==> src/rtl/money_key_gen_pkg.sv <==
// Shared definitions for the coin-key debouncer: state encodings and debounce timing.
package money_key_gen_pkg;

  localparam int unsigned CNT_W  = 20;
  localparam int unsigned COIN_W = 2;

  // 20 ms at 50 MHz, minus one
  localparam logic [CNT_W-1:0] CNT_MAX_20MS = 20'd999_999;

  typedef enum logic [3:0] {
    IDLE      = 4'b0001,
    FILTER_DN = 4'b0010,
    DOWN      = 4'b0100,
    FILTER_UP = 4'b1000
  } state_t;

endpackage

==> src/rtl/key_sync2.sv <==
// Two-flop synchronizer for an active-low key; resets to the released level (1).
module key_sync2
  import money_key_gen_pkg::*;
(
  input  logic clk,
  input  logic rst_n,
  input  logic d,
  output logic q
);

  logic s1;

  always_ff @(posedge clk or negedge rst_n) begin
    if (!rst_n) begin
      s1 <= 1'b1;
      q  <= 1'b1;
    end else begin
      s1 <= d;
      q  <= s1;
    end
  end

endmodule

==> src/rtl/money_key_gen.sv <==
// Debounces the coin key into a single-cycle po_money pulse and keeps a modulo coin count.
module money_key_gen
  import money_key_gen_pkg::*;
#(
  parameter logic [CNT_W-1:0] CNT_MAX       = CNT_MAX_20MS,
  parameter int unsigned      COIN_PER_COLA = 3
) (
  input  logic              sys_clk,
  input  logic              sys_rst_n,
  input  logic              key_in,
  output logic              po_money,
  output logic [COIN_W-1:0] po_money_cnt,
  output logic              po_key_state
);

  localparam logic [COIN_W-1:0] COIN_LAST = COIN_W'(COIN_PER_COLA - 1);

  logic              key_s2;
  state_t            state;
  state_t            state_nxt;
  logic [CNT_W-1:0]  cnt;
  logic [CNT_W-1:0]  cnt_nxt;
  logic              money_nxt;
  logic              key_state_nxt;
  logic [COIN_W-1:0] coin_nxt;

  key_sync2 u_sync (
    .clk   (sys_clk),
    .rst_n (sys_rst_n),
    .d     (key_in),
    .q     (key_s2)
  );

  always_ff @(posedge sys_clk or negedge sys_rst_n) begin
    if (!sys_rst_n) begin
      state        <= IDLE;
      cnt          <= '0;
      po_money     <= 1'b0;
      po_money_cnt <= '0;
      po_key_state <= 1'b1;
    end else begin
      state        <= state_nxt;
      cnt          <= cnt_nxt;
      po_money     <= money_nxt;
      po_money_cnt <= coin_nxt;
      po_key_state <= key_state_nxt;
    end
  end

  // Next-state, filter counter and registered-output inputs
  always_comb begin
    state_nxt     = state;
    cnt_nxt       = cnt;
    money_nxt     = 1'b0;
    key_state_nxt = po_key_state;
    coin_nxt      = po_money_cnt;

    case (state)
      IDLE: begin
        cnt_nxt       = '0;
        key_state_nxt = 1'b1;
        if (!key_s2) state_nxt = FILTER_DN;
      end
      FILTER_DN: begin
        if (key_s2) begin
          state_nxt = IDLE;
          cnt_nxt   = '0;
        end else if (cnt == CNT_MAX) begin
          state_nxt     = DOWN;
          cnt_nxt       = '0;
          money_nxt     = 1'b1;
          key_state_nxt = 1'b0;
          coin_nxt      = (po_money_cnt == COIN_LAST) ? '0 : po_money_cnt + COIN_W'(1);
        end else begin
          cnt_nxt = cnt + CNT_W'(1);
        end
      end
      DOWN: begin
        cnt_nxt       = '0;
        key_state_nxt = 1'b0;
        if (key_s2) state_nxt = FILTER_UP;
      end
      FILTER_UP: begin
        if (!key_s2) begin
          state_nxt = DOWN;
          cnt_nxt   = '0;
        end else if (cnt == CNT_MAX) begin
          state_nxt     = IDLE;
          cnt_nxt       = '0;
          key_state_nxt = 1'b1;
        end else begin
          cnt_nxt = cnt + CNT_W'(1);
        end
      end
      default: begin
        state_nxt     = IDLE;
        cnt_nxt       = '0;
        key_state_nxt = 1'b1;
      end
    endcase
  end

endmodule
==> config.mk <==
export PLATFORM = sky130hd
export DESIGN_NAME = money_key_gen
export DESIGN_NICKNAME = d
export VERILOG_FILES = /design/src/rtl/money_key_gen_pkg.sv /design/src/rtl/key_sync2.sv /design/src/rtl/money_key_gen.sv
export SDC_FILE = /design/constraint.sdc
export NUM_CORES = 1
export LEC_CHECK = 0
export CAP_MARGIN = 20
export CORE_UTILIZATION = 40
export CTS_BUF_LIST = sky130_fd_sc_hd__clkbuf_4
export CTS_CLUSTER_DIAMETER = 150
export DETAILED_ROUTE_END_ITERATION = 8
export GPL_ROUTABILITY_DRIVEN = 1
export PLACE_DENSITY_LB_ADDON = 0.25
export SLEW_MARGIN = 5
export SYNTH_ARGS = -nofsm -noshare
export SYNTH_HDL_FRONTEND = slang
export SYNTH_SLANG_ARGS = --single-unit
==> constraint.sdc <==
create_clock -name sys_clk -period 2.15 [get_ports sys_clk]
set_input_delay 0.3225 -clock sys_clk [delete_from_list [all_inputs] [get_ports sys_clk]]
set_output_delay 0.3225 -clock sys_clk [all_outputs]
set_load 0.05 [all_outputs]
; ---- Word-level counts from Yosys, hierarchy flattened
; Index checks and enable logic that the tools add are counted.
; W data, S select, Z words.
[word_totals]
regBits = 30
[op_classes]
n_addsub = 2
bitwise = 1
n_reduce_logical = 3
mux = 20
n_eq_ne = 14
[op_table]
columns = cell, count
row1 = $mux W20, 3
row2 = $pmux W20 S2, 1
row3 = $mux W4, 6
row4 = $add A20 B1 Y20 const B, 1
row5 = $eq A20 B20 Y1 const B, 1
row6 = $pmux W4 S4, 1
row7 = $ne A2 B2 Y1 const B, 4
row8 = $reduce_and A4 Y1, 2
row9 = $mux W1, 7
row10 = $eq A4 B1 Y1 const B, 1
row11 = $eq A4 B2 Y1 const B, 1
row12 = $eq A4 B3 Y1 const B, 1
row13 = $eq A4 B4 Y1 const B, 1
row14 = $ne A2 B1 Y1 const B, 2
row15 = $ne A3 B2 Y1 const B, 1
row16 = $ne A3 B3 Y1 const B, 1
row17 = $pmux W1 S3, 1
row18 = $reduce_and A3 Y1, 1
row19 = $add A2 B1 Y2 const B, 1
row20 = $eq A2 B2 Y1 const B, 1
row21 = $mux W2, 1
row22 = $not A1 Y1, 1

; ---- Depth between registers and ports, before layout
[depth]
ltp_word = 4
mapped_depth = 8

; ---- Cells and area by module
; From an unflattened synthesis, not the netlist that was laid out.
[hier_totals]
hier_cells = 157
hier_area_um2 = 1592.8
[by_module_without_submodules]
columns = mod, area_each_um2, cells_per_inst, n_inst
row1 = money_key_gen, 1540.2, 155, 1
row2 = key_sync2, 52.6, 2, 1

; ---- Worst setup path after synthesis
; No wires, ideal clock.
[synth_timing]
path_kind = reg2reg
from = register cnt[7]
to = register po_money_cnt[0]
setup_time_ps = 127
path_buffers = 0
required_time_ps = 2023
path_stages_with_launch = 5
synth_period_minus_slack_ps = 2071
arrival_time_ps = 1943
path_slack_ps = 79
cell_sequence = dfrtp_1 or4_4 nor4_4 and3_4 mux2_1
[synth_via]
elab_chain_cells = 2
[synth_rtl]
columns = element, line_no
row1 = "start, declared", money_key_gen.sv:21  ; logic [CNT_W-1:0] cnt;
row2 = "start signal, assigned", money_key_gen.sv:43  ; cnt <= cnt_nxt;
row3 = $eq A20 B20 Y1, money_key_gen.sv:68  ; end else if (cnt == CNT_MAX) begin
row4 = $reduce_and A3 Y1 (no line), --
row5 = "end signal, assigned", money_key_gen.sv:45  ; po_money_cnt <= coin_nxt;
row6 = "end, declared", money_key_gen.sv:12  ; output logic [COIN_W-1:0] po_money_cnt,
; No other way between the ends.
; A chain may end at the register's enable or synchronous reset.

; ---- Final worst setup path
[layout_timing]
from = register cnt[6]
to = register po_money_cnt[0]
; The elaborated chain is that of the path after synthesis.

==> metrics.txt <==
# TYPE chip_impl_metric gauge
chip_impl_metric{name="timing.critical_path.slowest_cell_delay",unit="ps"} 600
chip_impl_metric{name="syn-instance-count",unit=""} 157
chip_impl_metric{name="yosysUniqueCellTypes",unit=""} 45
chip_impl_metric{name="finClkSkew",unit="ps"} 9.547
chip_impl_metric{name="achievable-frequency",unit="MHz"} 486.9
chip_impl_metric{name="max-slew-margin-rel",unit="%"} 66.79
chip_impl_info{name="ys_dominant_reg_cell",value="dfrtp_1"} 1
chip_impl_metric{name="tightest_slew",unit="ps"} 496.6
chip_impl_info{name="synth.most_common_cell",value="dfrtp_1"} 1
chip_impl_metric{name="coreArea",unit="sq um"} 3689
chip_impl_info{name="crit_path_max_delay_cell_type",value="or4_1"} 1
chip_impl_info{name="timing_worst_setup_path_type",value="reg2reg"} 1
chip_impl_metric{name="wire_length_of_the_first_global_routing_pass",unit="microns"} 5402
chip_impl_metric{name="via_count_of_the_first_global_routing_pass",unit=""} 1208
chip_impl_metric{name="hpwl",unit="microns"} 1955
chip_impl_metric{name="setup_total_negative_slack",unit="ps"} 0
chip_impl_metric{name="power.ir.vdd_worst",unit="uV"} 296.1
chip_impl_metric{name="clockBufferDepth",unit=""} 2
chip_impl_metric{name="crit_path_max_fanout",unit=""} 5
chip_impl_metric{name="post-route-drc-count",unit=""} 0
chip_impl_metric{name="place_area",unit="sq um"} 1684
chip_impl_info{name="end_kind",value="register"} 1
chip_impl_metric{name="cellPowerDensity",unit="nW/um^2"} 567.8
chip_impl_metric{name="syn_area",unit="sq um"} 1549
chip_impl_metric{name="initial_antenna_violation_count",unit=""} 0
chip_impl_info{name="synth.top_cells.by_count",value="dfrtp_1, nor2_1, nand3_1, a21oi_1, nand2_1"} 1
chip_impl_info{name="netlist.top_cell.by_area",value="dfrtp_1"} 1
chip_impl_metric{name="core.rowCount",unit=""} 22
chip_impl_metric{name="final_layout_size_suffix_gt1_share",unit="%"} 15.29
chip_impl_metric{name="final_max_slew_viols",unit=""} 0
chip_impl_metric{name="timing.max_cap.violations",unit=""} 0
chip_impl_metric{name="path_clk_slew",unit="ps"} 100
chip_impl_metric{name="drtPass1Iterations",unit=""} 4
chip_impl_info{name="timing.critical_path.cells",value="or4_1 -> nor4_4 -> and3_4 -> mux2_1"} 1
chip_impl_metric{name="postCtsResizedCells",unit=""} 0
chip_impl_metric{name="yosys.area.top_type_share",unit="%"} 42.00
chip_impl_metric{name="antenna-diode-count",unit=""} 0
chip_impl_info{name="cts.root.buffer_cell",value="clkbuf_4"} 1
chip_impl_info{name="run_status",value="completed"} 1
chip_impl_metric{name="first_iter_violations",unit=""} 83
chip_impl_metric{name="number_of_clock_buffers_inserted_by_tritoncts",unit=""} 5
chip_impl_metric{name="cp_num_buf_inv",unit=""} 0
chip_impl_metric{name="total_power",unit="W"} 0.0009869
chip_impl_metric{name="die_w",unit="microns"} 64.23
chip_impl_metric{name="gr_util_all_layers",unit="%"} 17.40
chip_impl_info{name="startpoint_type",value="register"} 1
chip_impl_info{name="netlist_top_cells_area",value="dfrtp_1, dfstp_2, nor2_1"} 1
chip_impl_metric{name="yosys_warnings",unit=""} 0
chip_impl_metric{name="syn2layout_area_growth",unit="%"} 12.20
chip_impl_metric{name="detail_route.vias_per_cell",unit=""} 5.358
chip_impl_metric{name="min_period_over_period",unit="%"} 95.53
chip_impl_info{name="cpLargestDelayFamily",value="simple AND/OR/NAND/NOR gates"} 1
chip_impl_metric{name="crit_arrival",unit="ps"} 2280
chip_impl_metric{name="p_leak",unit="nW"} 0.6620
chip_impl_metric{name="numClockSinks",unit=""} 30
chip_impl_metric{name="final_nets",unit=""} 173
chip_impl_metric{name="vias",unit=""} 1168
chip_impl_metric{name="synth-edff-count",unit=""} 0
chip_impl_info{name="hold_path_class",value="in2async"} 1
chip_impl_metric{name="hold_violations",unit=""} 0
chip_impl_info{name="rsz0062_at_grt",value="false"} 1
chip_impl_metric{name="endpoints_failing_setup",unit=""} 0
chip_impl_metric{name="count_of_buffers_inserted_at_the_top_level_ports",unit=""} 6
chip_impl_metric{name="top_level_ports",unit=""} 7
chip_impl_metric{name="total_detailed_routing_wirelength",unit="microns"} 2863
chip_impl_metric{name="initial_utilization",unit="%"} 41.99
chip_impl_metric{name="worst_skew_pair.late_latency",unit="ps"} 350
chip_impl_metric{name="dieArea",unit="sq um"} 4125
chip_impl_metric{name="post-route-cell-area",unit="sq um"} 1738
chip_impl_metric{name="grt_start_max_net_pins",unit=""} 31
chip_impl_metric{name="worst-endpoint-required",unit="ps"} 2380
chip_impl_metric{name="postCtsSetupRepairBufs",unit=""} 0
chip_impl_metric{name="layout_min_cycle_time",unit="ps"} 2054
chip_impl_metric{name="die_height",unit="microns"} 64.23
chip_impl_metric{name="mappedNetlistNets",unit=""} 161
chip_impl_metric{name="antenna_violating_nets_post_route",unit=""} 0
chip_impl_metric{name="cts_max_level",unit=""} 2
chip_impl_metric{name="route.detailed.wl_per_inst",unit="microns"} 13.13
chip_impl_metric{name="grt_remaining_overflow",unit=""} 0
chip_impl_metric{name="ys_ff_latch",unit=""} 30
chip_impl_metric{name="postSynthAreaPerCell",unit="sq um"} 9.866
chip_impl_info{name="tritoncts",value="built"} 1
chip_impl_metric{name="synth.yosys.seq_area_share",unit="%"} 48.79
chip_impl_metric{name="holdBufCountCts",unit=""} 0
chip_impl_metric{name="reg2reg_slack",unit="ps"} 100
chip_impl_metric{name="synth_async_sr_flop_share",unit="%"} 100.0
chip_impl_metric{name="place_congestion",unit=""} 0.7994
area by class of cell:
class | count | area [sq um]
Sequential cell | 30 | 755.7
Clock inverter | 3 | 16.27
Multi-Input combinational cell | 116 | 748.2
Inverter | 4 | 15.01
Tap cell | 48 | 60.06
Fill cell | 363 | 1951
Timing Repair Buffer | 12 | 105.1
Clock buffer | 5 | 37.54
sequential cells by signal (all words and copies together) (netlist names):
register      count
cnt              20
po_key_state      1
po_money_cnt      2
u_sync.s1         1
state             4
u_sync.q          1
po_money          1
stage by stage:
step | utilization [%] | hold WS, ps | cells | setup WS (ps)
4_1_cts | 47.12 | 364.3 | 218 | 80.16
2_1_floorplan | - | 26.91 | 157 | 79.23
3_3_place_gp | 45.66 | 348.0 | 210 | 179.5
5_1_grt | 47.12 | 350.1 | 218 | 33.59
6_report | 47.12 | 356.3 | 218 | 96.15
3_5_place_dp | 45.66 | 350.0 | 210 | 101.3
final timing paths:
kind / start / to / cells after the start
hold / removal: sys_rst_n / cnt[7] / 2
setup / recovery: cnt[6] / po_money_cnt[0] / 4
setup reg to reg: cnt[6] / po_money_cnt[0] / 4
hold reg to reg: u_sync.s1 / u_sync.q / 0
min in group sys_clk: u_sync.s1 / u_sync.q / 0
max in group asynchronous: sys_rst_n / po_key_state / 2
cells by family (layout without fill, tap and decap cells):
family,count (synthesis),count (layout),share of synthesized area [%]
and+or+nand+nor,74,74,28.03
DFF,30,30,48.79
AOI/OAI and AO/OA,28,28,11.71
buffers and inverters,11,24,2.907
xor gates and xnor gates,10,10,5.654
muxes,3,3,2.100
adders and majority gates,1,1,0.8076
metal layers:
layer	vias up	global-route usage, %	share of wire [%]
li1	587	-	-
met1	559	22.45	48
met2	15	26.46	46
met3	7	6.429	4.1
met4	0	6.667	1.9
met5	-	0	0
placed cells by master (no fill, tap or decap), types with 2 or more instances in the layout:
| cell type | netlist | final |
|---|---|---|
| xnor2_1 | 5 | 5 |
| nand3_1 | 10 | 10 |
| buf_4 | 0 | 6 |
| dfrtp_1 | 26 | 26 |
| or4_4 | 2 | 2 |
| nand2b_1 | 4 | 4 |
| a211oi_1 | 3 | 3 |
| dfstp_2 | 4 | 4 |
| or3_1 | 7 | 7 |
| o31ai_1 | 2 | 2 |
| inv_1 | 4 | 4 |
| or4_1 | 2 | 2 |
| nor3_1 | 3 | 3 |
| xor2_1 | 5 | 5 |
| nand4_1 | 3 | 3 |
| a21oi_1 | 9 | 9 |
| o21ai_0 | 6 | 6 |
| a211o_1 | 2 | 2 |
| clkdlybuf4s50_1 | 0 | 6 |
| nor2_1 | 17 | 17 |
| clkbuf_4 | 0 | 5 |
| nand2_1 | 9 | 9 |
| nor4_1 | 2 | 2 |
| a2bb2oi_1 | 2 | 2 |
| and3_1 | 3 | 3 |
report_power, final:
part / internal, W / switching [W]
combinational: 0.0000260 / 0.0000347
sequential: 0.000578 / 0.0000178
clock: 0.000121 / 0.000209
total: 0.000725 / 0.000262
(Power assumes the default switching activity.)
